### src/rtl/accumulator_sequencer.sv
// Sequences one summation burst through an external load/transfer accumulator:
// takes operands over valid/ready, strobes load then transfer per operand, reports the sum.
module accumulator_sequencer #(
   parameter int WIDTH   = 16,
   parameter int COUNT_W = 8
) (
   input  logic               clock,
   input  logic               clear,
   input  logic               start,
   input  logic [COUNT_W-1:0] count,
   input  logic               in_valid,
   output logic               in_ready,
   input  logic [WIDTH-1:0]   in_data,
   output logic               acc_clear_n,
   output logic               acc_load,
   output logic               acc_transfer,
   output logic [WIDTH-1:0]   acc_data,
   input  logic [WIDTH-1:0]   acc_sum,
   output logic               busy,
   output logic               done,
   output logic [WIDTH-1:0]   result,
   output logic               overflow
);

   // state | meaning
   // IDLE  | waiting for start
   // CLR   | accumulator cleared for one cycle
   // WAIT  | in_ready high, waiting for an operand
   // LOAD  | accumulator captures acc_data
   // XFER  | accumulator adds captured operand to its sum
   // DONE  | one-cycle done pulse, result captured
   typedef enum logic [2:0] {
      S_IDLE,
      S_CLR,
      S_WAIT,
      S_LOAD,
      S_XFER,
      S_DONE
   } state_t;

   state_t             state;
   state_t             state_nxt;
   logic [COUNT_W-1:0] remaining;
   logic               empty_burst;
   logic               carry;

   // a + b carries out of WIDTH bits exactly when a > (2^WIDTH - 1 - b)
   assign carry = (acc_sum > ~acc_data);

   always_comb begin
      state_nxt = state;
      unique case (state)
         S_IDLE: begin
            if (start) state_nxt = (count == '0) ? S_DONE : S_CLR;
         end
         S_CLR:  state_nxt = S_WAIT;
         S_WAIT: begin
            if (in_valid && in_ready) state_nxt = S_LOAD;
         end
         S_LOAD: state_nxt = S_XFER;
         S_XFER: begin
            if ((remaining == '0) || (remaining == COUNT_W'(1))) state_nxt = S_DONE;
            else state_nxt = S_WAIT;
         end
         S_DONE: state_nxt = S_IDLE;
         default: state_nxt = S_IDLE;
      endcase
   end

   always_ff @(posedge clock or negedge clear) begin
      if (!clear) begin
         state        <= S_IDLE;
         acc_clear_n  <= 1'b0;
         acc_load     <= 1'b0;
         acc_transfer <= 1'b0;
         acc_data     <= '0;
         in_ready     <= 1'b0;
         busy         <= 1'b0;
         done         <= 1'b0;
         result       <= '0;
         overflow     <= 1'b0;
         remaining    <= '0;
         empty_burst  <= 1'b0;
      end else begin
         state        <= state_nxt;
         // outputs are decoded from the next state so they line up with the state register
         acc_clear_n  <= (state_nxt != S_CLR);
         acc_load     <= (state_nxt == S_LOAD);
         acc_transfer <= (state_nxt == S_XFER);
         in_ready     <= (state_nxt == S_WAIT);
         busy         <= (state_nxt != S_IDLE);
         done         <= (state_nxt == S_DONE);

         unique case (state)
            S_IDLE: begin
               if (start) begin
                  remaining   <= count;
                  empty_burst <= (count == '0);
                  overflow    <= 1'b0;
                  result      <= '0;
               end
            end
            S_WAIT: begin
               if (in_valid && in_ready) acc_data <= in_data;
            end
            S_XFER: begin
               if (carry) overflow <= 1'b1;
               if (remaining != '0) remaining <= remaining - COUNT_W'(1);
            end
            S_DONE: begin
               // an empty burst never cleared the accumulator, so its sum is stale
               result <= empty_burst ? '0 : acc_sum;
            end
            default: begin
            end
         endcase
      end
   end

endmodule

### config.mk
export PLATFORM = sky130hd
export DESIGN_NAME = accumulator_sequencer
export DESIGN_NICKNAME = d
export VERILOG_FILES = /design/src/rtl/accumulator_sequencer.sv
export SDC_FILE = /design/constraint.sdc
export NUM_CORES = 1
export LEC_CHECK = 0
export CORE_MARGIN = 4
export CORE_UTILIZATION = 40
export CTS_CLUSTER_SIZE = 16
export DETAILED_ROUTE_END_ITERATION = 7
export DONT_BUFFER_PORTS = 1
export GPL_TIMING_DRIVEN = 0
export MAX_ROUTING_LAYER = met4
export REMOVE_ABC_BUFFERS = 1
export SYNTH_ARGS = -nofsm -noshare
export SYNTH_HDL_FRONTEND = slang
export SYNTH_SLANG_ARGS = --single-unit
### constraint.sdc
create_clock -name clock -period 2.1 [get_ports clock]
set_clock_uncertainty 0.1 [all_clocks]
set_input_delay 0.105 -clock clock [delete_from_list [all_inputs] [get_ports clock]]
set_output_delay 0.105 -clock clock [all_outputs]
set_load 0.02 [all_outputs]
## Yosys cells after proc, flatten, opt, wreduce, memory -nomap -nowiden

Index checks and enable logic that the tools add are counted.

| operators by class | value |
|---|---|
| reduce and logical (&&, ||, !) cells | 14 |
| order comparisons | 1 |
| multiplexer cells | 14 |
| bitwise gates (word level) | 1 |
| eq/ne operators | 14 |
| add/subtract/negate cells | 1 |

Operators with widths:

| operator | count |
|---|---|
| 16-bit 2-to-1 mux | 2 |
| 16-bit case mux with 2 select lines | 1 |
| 16-bit > comparator | 1 |
| 8-bit logical NOT | 2 |
| 8-bit 2-to-1 mux | 2 |
| 16-bit NOT | 1 |
| 8-bit case mux with 2 select lines | 1 |
| 3-bit case mux with 5 select lines | 1 |
| 3-bit by 2-bit equality test with 1-bit output, second input constant | 4 |
| 3-bit equality test, second input constant | 4 |
| 3-bit 2-to-1 mux | 4 |
| 8-bit by 1-bit equality test with 1-bit output, second input constant | 1 |
| 8-bit nonzero test | 1 |
| 8-bit by 1-bit subtractor with 8-bit output, second input constant | 1 |
| 2-bit inequality test, second input constant | 3 |
| 2-bit AND reduction | 3 |
| 3-bit AND reduction | 2 |
| 2-bit nonzero test | 2 |
| 3-bit by 1-bit equality test with 1-bit output, second input constant | 1 |
| 3-bit logical NOT | 1 |
| 3-bit by 1-bit inequality test with 1-bit output, second input constant | 1 |
| 3-bit nonzero test | 1 |
| 1-bit 2-to-1 mux | 2 |
| 1-bit case mux with 2 select lines | 1 |
| other kinds (2) | 2 |

| word-level totals | value |
|---|---|
| bits in registers | 51 |

## Logic depth before layout (Yosys ltp)

| depth | value |
|---|---|
| word-level depth | 5 |
| gate-level depth with buffers | 7 |
| depth with buffers taken out | 6 |

## Least setup slack after synthesis

OpenSTA, ideal clock, no wires.

| timing path | value |
|---|---|
| kind | register to register |
| from | register remaining[0] |
| to | register remaining[6] |
| data required time | 1.863 ns |
| library setup time | 0.137 ns |
| period minus slack after synthesis | 1.876 ns |
| path buffers | 0 |
| arrival | 1.639 ns |
| stages on the path, launching flop included | 7 |
| path slack | 0.224 ns |
| path through | dfrtp_1 -> inv_1 -> ha_1 -> or3b_2 -> o311a_1 -> a31oi_1 -> o21ai_0 |

| on the way | value |
|---|---|
| longest elaborated chain between the ends | 3 |
| elaborated cells on any way between the ends | 6 |
| classes of those cells | 1 x add/sub; 1 x eq/ne; 2 x mux; 2 x reduce/logical |

Ends and longest elaborated chain:

| element | RTL line | RTL |
|---|---|---|
| start, declared | 43 | `logic [COUNT_W-1:0] remaining;` |
| start signal, assigned | 97 | `remaining <= count;` |
| start signal, assigned | 108 | `if (remaining != '0) remaining <= remaining - COUNT_W'(1);` |
| 8-bit by 1-bit subtractor with 8-bit output or 8-bit nonzero test (tied branches) | 108 |  |
| 8-bit 2-to-1 mux or 2-bit inequality test (tied branches) | n/a |  |
| 8-bit case mux with 2 select lines or 3-bit AND reduction (tied branches) | n/a |  |

Several ways; a longest one is shown, not always the timed one. The select of a mux whose other input is x is not followed.
A chain may end at the register's enable or synchronous reset.

## Worst setup path in the final report

Ends and elaborated chain as after synthesis.

==> impl_metrics.json <==
{
  "via_count": 1936,
  "final_core_util_pct": 51.0,
  "io_pins": 83,
  "grt_util_met3_pct": 4.10,
  "synth_top_area_share_pct": 49.1,
  "drv_cap": 0,
  "clkSinkCount": 51,
  "fin_crit_sh_pct": 94.4,
  "synth-edff-count": 0,
  "hold_ws_ps": 57.8,
  "worst_ir_drop_vdd_v": 0.000654,
  "worst_slew_pin_slew_ps": 692,
  "antennaDiodeCount": 0,
  "worstSkewPairLatency_ps": 310,
  "min_period_ps": 1980,
  "antenna_found_initial": 0,
  "drt_wl_total_um": 6250,
  "initial_core_util_pct": 41.0,
  "vias_per_cell": 5.66,
  "grtUsageMet1_pct": 22.1,
  "yosys_warnings": 0,
  "cts_max_level": 2,
  "power.leakage_nw": 1.39,
  "synth_flop_cell": "dfrtp_1",
  "slew_viol_final": 0,
  "cts_root_buf": "clkbuf_8",
  "ys_ff_latch": 51,
  "required_ps": 2190,
  "async_flop_share_pct": 100,
  "grt_max_degree": 52,
  "synthTopCellsByArea": "dfrtp_1, ha_1, mux2_2",
  "clk_pin_slew_ps": 100,
  "num-nets-final": 326,
  "avgSynthCellArea_um2": 11.7,
  "use_met2_pct": 25.7,
  "drive_gt1_share_pct": 16.6,
  "critPathLaunchType": "register",
  "cp_data_arrival_time_ps": 2070,
  "setup_viol": 0,
  "yosysSeqAreaShare_pct": 49.1,
  "hold_class": "primary input to register",
  "area_delta_synth_final_pct": 24.5,
  "numCtsBuffers": 5,
  "yosysMostFrequentCell": "dfrtp_1",
  "end_kind": "register",
  "wl_per_cell_um": 18.3,
  "grt-busiest-layer": "met2",
  "syn_inst": 223,
  "die-area_um2": 7860,
  "clk_path_buf_depth": 2,
  "gp_congestion": 0.854,
  "syn_area_um2": 2600,
  "n_fill_cell": 535,
  "cts_tree": "done",
  "die_h_um": 88.6,
  "slew_headroom_pct": 53.8,
  "max_freq_ghz": 0.504,
  "die_w_um": 88.6,
  "grt_pass1_wl_um": 9780,
  "hpwlAfterDp_um": 4150,
  "drt_iter0_drc": 84,
  "critPathKind": "register to register",
  "firstDrtPassIters": 4,
  "yosysTopAreaCell": "dfrtp_1",
  "critPathMaxFanout": 6,
  "yosys-top-cells-count": "dfrtp_1, ha_1, a22o_1",
  "hold_viol_final": 0,
  "status": "complete, no violations",
  "ant_nets": 0,
  "grt_pass1_vias": 1953,
  "powerDensity_nw_per_um2": 1310,
  "rows": 29,
  "io_buffer_count": 0,
  "core_um2": 6350,
  "ys_types": 51,
  "track_usage_pct": 16.8,
  "rsz0062_at_grt": "no",
  "overflow": 0,
  "remaining_drc_errors": 0
}
==> routing by layer <==
layer | up-vias | share of wire [%] | wire length, um
li1 | 918 | - | -
met1 | 941 | 43 | 2670
met2 | 68 | 49 | 3070
met3 | 9 | 6.7 | 420
met4 | 0 | 1.4 | 87
met5 | - | 0 | 0
==> cells by family after synthesis <==
group,synth area share [%]
buf+inv,4.47
mux,7.31
fa+ha+maj,8.66
simple gates,12.8
flops,49.1
compound gates,17.7
==> critical path, stage by stage, from the launching register on <==
cell	delay [ps]
dfrtp_1	410
inv_1	90
ha_2	240
or3b_2	500
o311a_1	300
a31oi_1	130
o21ai_0	90
==> per-stage QoR <==
step | std cells | TNS (ps) | power (mW) | worst slack, ps | cell area [um2]
after floorplan | 210 | 0 | 3.01 | 224 | 2510
after global placement | 287 | -6980 | 3.32 | -324 | 2600
after detailed placement | 288 | -2130 | 3.37 | -150 | 2620
after CTS | 340 | 0 | 4.22 | 32.1 | 3210
after global routing | 342 | 0 | 4.55 | 17.4 | 3240
final | 342 | 0 | 4.24 | 117 | 3240
==> repair_timing <==
action | CTS | global route
resized for setup | 2 | 3
buffers inserted | 0 | 2
endpoints found under the setup margin | 16 | 3
pin swaps | 0 | 2
hold buffers | 44 | 0
hold endpoints to repair | 93 | 0
==> registers in the layout (all words and copies together) (netlist names) <==
signal	count
remaining	8
acc_load	1
result	16
state	3
acc_transfer	1
in_ready	1
done	1
acc_data	16
overflow	1
busy	1
empty_burst	1
acc_clear_n	1
==> report_power, final <==
part	internal, mW	leakage (nW)	switching, mW
sequential	1.36	0.647	0.777
clock	0.393	0.0618	0.349
combinational	0.689	0.684	0.667
total	2.44	1.39	1.79
==> path summary, 6_finish.rpt <==
kind / startpoint / endpoint / slack, ps / cells past startpoint
worst max-delay path: remaining[0] / remaining[6] / 120 / 6
worst min-delay path: acc_sum[1] / overflow / 60 / 3
worst max register to register: remaining[0] / remaining[6] / 120 / 6
worst min register to register: remaining[0] / remaining[0] / 440 / 1
max in group asynchronous: clear / acc_data[15] / 1460 / 2
min in group asynchronous: clear / acc_data[3] / 220 / 2
==> cells in the final DEF (no fill, tap or decap), types with 2 or more instances in the layout <==
cell type and instances:
dlygate4sd3_1 43, nor4_1 3, nor3b_1 4, o21ai_0 14, nor2_1 11, o211ai_1 2
inv_1 6, a22o_1 16, clkbuf_8 6, o311a_1 2, ha_1 17, mux2_2 15
nand4_1 3, a32oi_1 2, buf_4 2, a21oi_1 12, a31oi_1 3, nand3_1 3
dfrtp_1 51, nand2_1 11, or2_2 2, or4_1 3
==> layout make-up <==
class                   count  area (um2)  area share [%]
clock buffers               6        82.6            2.55
clock inverters             2        38.8            1.20
repair buffers             47         484            14.9
well taps                  77        96.3            2.97
inverters                   6        22.5           0.695
multi-input cells         153        1240            38.2
flip-flops and latches     51        1280            39.4
(Power assumes the default switching activity.)
